### src/rtl/outpass4_stream_buf.sv
// Fabric-to-pad 4-bit output pass with combinational, registered and FIFO modes.
// The mode is taken from a registered copy of ConfigBits; any change flushes all state.
module outpass4_stream_buf #(
  parameter int DEPTH        = 4,
  parameter int NoConfigBits = 2
) (
  input  logic                       UserCLK,
  input  logic                       Reset,
  input  logic [3:0]                 I,
  input  logic                       I_valid,
  output logic                       I_ready,
  output logic [3:0]                 O,
  output logic                       O_valid,
  input  logic                       O_ready,
  output logic [$clog2(DEPTH+1)-1:0] Level,
  input  logic [NoConfigBits-1:0]    ConfigBits
);

  localparam int PTR_W = $clog2(DEPTH);
  localparam int LVL_W = $clog2(DEPTH + 1);
  localparam logic [LVL_W-1:0] FULL_CNT = LVL_W'(DEPTH);

  localparam logic [1:0] MODE_COMB = 2'b00;
  localparam logic [1:0] MODE_FIFO = 2'b10;

  logic [NoConfigBits-1:0] r_mode_q;
  logic [PTR_W-1:0]        r_rd_ptr;
  logic [PTR_W-1:0]        r_wr_ptr;
  logic [LVL_W-1:0]        r_count;
  logic [3:0]              r_mem [DEPTH];
  logic [3:0]              r_q;
  logic                    r_qv;

  logic [1:0] w_mode;
  logic       w_mode_chg;
  logic       w_is_fifo;
  logic       w_is_reg;
  logic       w_fifo_ready;
  logic       w_fifo_valid;
  logic       w_push;
  logic       w_pop;

  // Modes 01 and 11 share the registered path, so bit 0 alone selects it.
  assign w_mode       = r_mode_q[1:0];
  assign w_mode_chg   = (ConfigBits != r_mode_q);
  assign w_is_fifo    = (w_mode == MODE_FIFO);
  assign w_is_reg     = w_mode[0];
  assign w_fifo_ready = (r_count != FULL_CNT);
  assign w_fifo_valid = (r_count != '0);
  assign w_push       = w_is_fifo & I_valid & w_fifo_ready;
  assign w_pop        = w_is_fifo & w_fifo_valid & O_ready;

  always_comb begin
    I_ready = 1'b1;
    O       = 4'b0;
    O_valid = 1'b0;
    Level   = '0;
    if (w_mode == MODE_COMB) begin
      O       = I;
      O_valid = I_valid;
      I_ready = O_ready;
    end else if (w_is_fifo) begin
      I_ready = w_fifo_ready;
      O_valid = w_fifo_valid;
      O       = w_fifo_valid ? r_mem[r_rd_ptr] : 4'b0;
      Level   = r_count;
    end else begin
      O       = r_q;
      O_valid = r_qv;
    end
  end

  // Control and registered-path state; reset and mode change both flush.
  always_ff @(posedge UserCLK) begin
    if (Reset) begin
      r_mode_q <= ConfigBits;
      r_rd_ptr <= '0;
      r_wr_ptr <= '0;
      r_count  <= '0;
      r_q      <= 4'b0;
      r_qv     <= 1'b0;
    end else begin
      r_mode_q <= ConfigBits;
      if (w_mode_chg) begin
        r_rd_ptr <= '0;
        r_wr_ptr <= '0;
        r_count  <= '0;
        r_q      <= 4'b0;
        r_qv     <= 1'b0;
      end else begin
        if (w_is_reg) begin
          r_q  <= I;
          r_qv <= I_valid;
        end
        if (w_push) r_wr_ptr <= r_wr_ptr + PTR_W'(1);
        if (w_pop)  r_rd_ptr <= r_rd_ptr + PTR_W'(1);
        if (w_push && !w_pop)      r_count <= r_count + LVL_W'(1);
        else if (!w_push && w_pop) r_count <= r_count - LVL_W'(1);
      end
    end
  end

  // Storage needs no reset: an entry is only visible once count covers it.
  always_ff @(posedge UserCLK) begin
    if (w_push) r_mem[r_wr_ptr] <= I;
  end

endmodule

### config.mk
export PLATFORM = sky130hd
export DESIGN_NAME = outpass4_stream_buf
export DESIGN_NICKNAME = d
export VERILOG_FILES = /design/src/rtl/outpass4_stream_buf.sv
export SDC_FILE = /design/constraint.sdc
export NUM_CORES = 1
export LEC_CHECK = 0
export BUFFER_PORTS_ARGS = -buffer_cell sky130_fd_sc_hd__buf_2
export CORE_MARGIN = 4
export CORE_UTILIZATION = 35
export CTS_BUF_LIST = sky130_fd_sc_hd__clkbuf_8 sky130_fd_sc_hd__clkbuf_16
export CTS_CLUSTER_SIZE = 24
export DETAILED_ROUTE_END_ITERATION = 6
export GPL_TIMING_DRIVEN = 0
export SLEW_MARGIN = 5
export SYNTH_ARGS = -nofsm -noshare
export SYNTH_HDL_FRONTEND = slang
export SYNTH_SLANG_ARGS = --single-unit
### constraint.sdc
create_clock -name UserCLK -period 4.7 [get_ports UserCLK]
set_input_delay 0.705 -clock UserCLK [delete_from_list [all_inputs] [get_ports UserCLK]]
set_output_delay 0.705 -clock UserCLK [all_outputs]
set_load 0.1 [all_outputs]
==> run metrics <==
status=finished clean; Tmin final=2.74 ns; per-cell routed wire length=15.8 um; Rel. slew slack=59.9%; Layout Nets=156; crit start category=register; final setup fails=0; # DRC=0; starting DRC count in detailed routing=43; layout cells sized above 1=23.4%; later-pin clock latency in the skew report=0.28 ns; Peak VDD IR=120 uV; Fillers=377; antenna violations before repair=0; Mapped Cells=115; CORE AREA=0.00400 mm2; initial core utilization=36.2%; worst path bufs/invs=1; Routed WL=3.02 mm; reg2reg start=r_count[0]$_SDFFE_PP0P_; I/O Pins=19; CTS tree=yes; clock root buffer=clkbuf_8; CTS buffer count=5; sequential fraction of the synthesis area=55.3%; clk buf depth=2; Worst Path Max Fanout=6; die area=0.00523 mm2; hold_sp=r_rd_ptr[1]$_SDFFE_PP0P_; grt ovf=0; final worst slack=1.96 ns; CTS H-tree depth=2; Total Routing Usage GR=13.2%; Sw Pwr=152 uW; post-synth cell types=30; Sw Share=24.4%; hold crit path type=reg -> reg; vias in the first global route=1049; Comb pwr share=9.7%; fin crit share=58.3%; worst path cell trace=nor3_1 > nor2_1 > a221o_1 > buf_2; CTS resizes=0; worst endpoint data arrival time=2.03 ns; endpoints failing hold=0; leakage=0.000668 uW; Max Fclk=365 MHz; leading cell type in the layout, fill and taps excluded=buf_2; largest net degree at the start of global routing=12; Worst setup EP type=output pin; Yosys warnings=0; unrepaired setup endpoints after global routing=no; Place WS=2.24 ns; diode count=0; most frequent cells in the layout=buf_2, dfxtp_1, edfxtp_1, nor2_1, a21oi_1; Setup CP Type=reg -> out; Max Clock Skew=0.00560 ns; FP Rows=23; hold_buf cts=0; first-pass GRT wire length=5.20 mm; clock sink count=32; mapped cell area=0.00145 mm2; CTS clk-pin slew, worst paths=0.07 ns; # Max-Cap Violations=0; CP delay by family, top=simple AND/OR/NAND/NOR gates; Area Growth Syn to Fin=18.2%; via count=1005; Seq pwr share=48.1%; Worst-Margin Slew=0.599 ns; gpl congestion=0.727; DR vias/cell=5.26; clock network power share=42.3%; CP max stage cell=nor2_1; Die H=72.3 um; FF+latch count, synth=32; drt pass-1 iters=4; Port Buffers=18; Final Slew Violations=0; DP HPWL=2.18 mm; Crit path largest cell delay=0.49 ns; Internal=470 uW; Pwr Density=363 mW/mm2; CP required=3.99 ns; postcts setup bufs=0; CP Launch Point=r_count[0]$_SDFFE_PP0P_; Mapped Avg Cell Area=12.6 um2; Post-DRT Antenna Nets=0; final setup TNS=0 ns; Die Wd=72.3 um; post-synthesis net count=131
[cell families after synthesis]
| kind of cell | after synthesis | share of synthesized area [%] |
|---|---|---|
| and+or+nand+nor | 39 | 15.6 |
| DFF | 32 | 55.3 |
| xor gates and xnor gates | 4 | 2.42 |
| AOI/OAI and AO/OA | 17 | 7.69 |
| adders and majority gates | 6 | 5.70 |
| muxes | 10 | 11.1 |
| buffers and inverters | 7 | 2.16 |
[power groups by stage]
stage / sequential (uW) / clock, uW / combinational, uW
6_report: 299 / 263 / 60.1
5_1_grt: 299 / 280 / 65.6
4_1_cts: 299 / 267 / 60.8
3_5_place_dp: 305 / 0 / 60.5
3_3_place_gp: 305 / 0 / 59.1
2_1_floorplan: 305 / 0 / 45.2
[flip-flops by register name, summed over array words and instances, names as in the netlist, named ones only]
register  flops
r_mem        16
r_q           4
r_count       3
r_mode_q      2
r_rd_ptr      2
r_wr_ptr      2
r_qv          1
[layout make-up]
| class | count | area (um2) | area share [%] |
|---|---|---|---|
| Multi-Input combinational cell | 76 | 617 | 36.0 |
| Buffer | 4 | 20.0 | 1.17 |
| Clock buffer | 5 | 68.8 | 4.02 |
| Timing Repair Buffer | 18 | 90.1 | 5.26 |
| Inverter | 3 | 11.3 | 0.657 |
| Tap cell | 50 | 62.6 | 3.65 |
| Clock inverter | 3 | 42.5 | 2.48 |
| Sequential cell | 32 | 801 | 46.7 |
[cells in the mapped netlist (all sizes together)]
cell	number	share of area, %
or3	3	1.3
edfxtp	16	33
nand2b	1	0.43
nor3	1	0.35
or4	1	0.52
buf	4	1.4
a221o	4	2.8
nand2	2	0.52
and3b	1	0.60
mux4	4	7.0
and2	3	1.3
or3b	1	0.60
inv	3	0.78
nand3	2	0.69
xor2	4	2.4
and3	4	1.7
o31ai	1	0.52
o21ai	4	1.4
nor3b	6	3.1
a21oi	7	2.4
ha	5	4.3
dfxtp	16	22
a211o	1	0.60
nand3b	2	1.0
fa	1	1.4
nor2b	1	0.43
or2	1	0.43
nor2	10	2.6
mux2i	6	4.1
[worst min-delay path, cell delays in order, from the launching register on]
cell     delay [ns]
dfxtp_1        0.31
o31ai_1        0.06
a21oi_1        0.07
[final timing paths]
| path | to | slack [ns] | depth (start not counted) |
|---|---|---|---|
| max | O[2] | 1.96 | 4 |
| min | register | 0.49 | 2 |
| max reg2reg | r_count[2]$_SDFFE_PP0P_ | 2.25 | 9 |
| min reg2reg | register | 0.49 | 2 |
[per-layer routing]
layer	track usage (%)	part of all wire [%]	up-vias	wire, um
li1	-	-	481	-
met1	16.2	41	489	1230
met2	21.6	51	31	1560
met3	4.71	6.8	4	206
met4	4.59	1.0	0	31
met5	0	0	-	0
[metrics by stage]
step	std cells	area, um2	power [uW]	utilization, %	hold slack, ns
final	191	1710	622	42.8	0.492
after global routing	191	1710	645	42.8	0.508
after CTS	191	1710	627	42.8	0.494
after detailed placement	183	1600	366	40.0	0.484
after global placement	183	1600	364	40.0	0.471
after floorplan	115	1450	350	-	0.453
No activity file was read; power rests on OpenSTA's default activity.
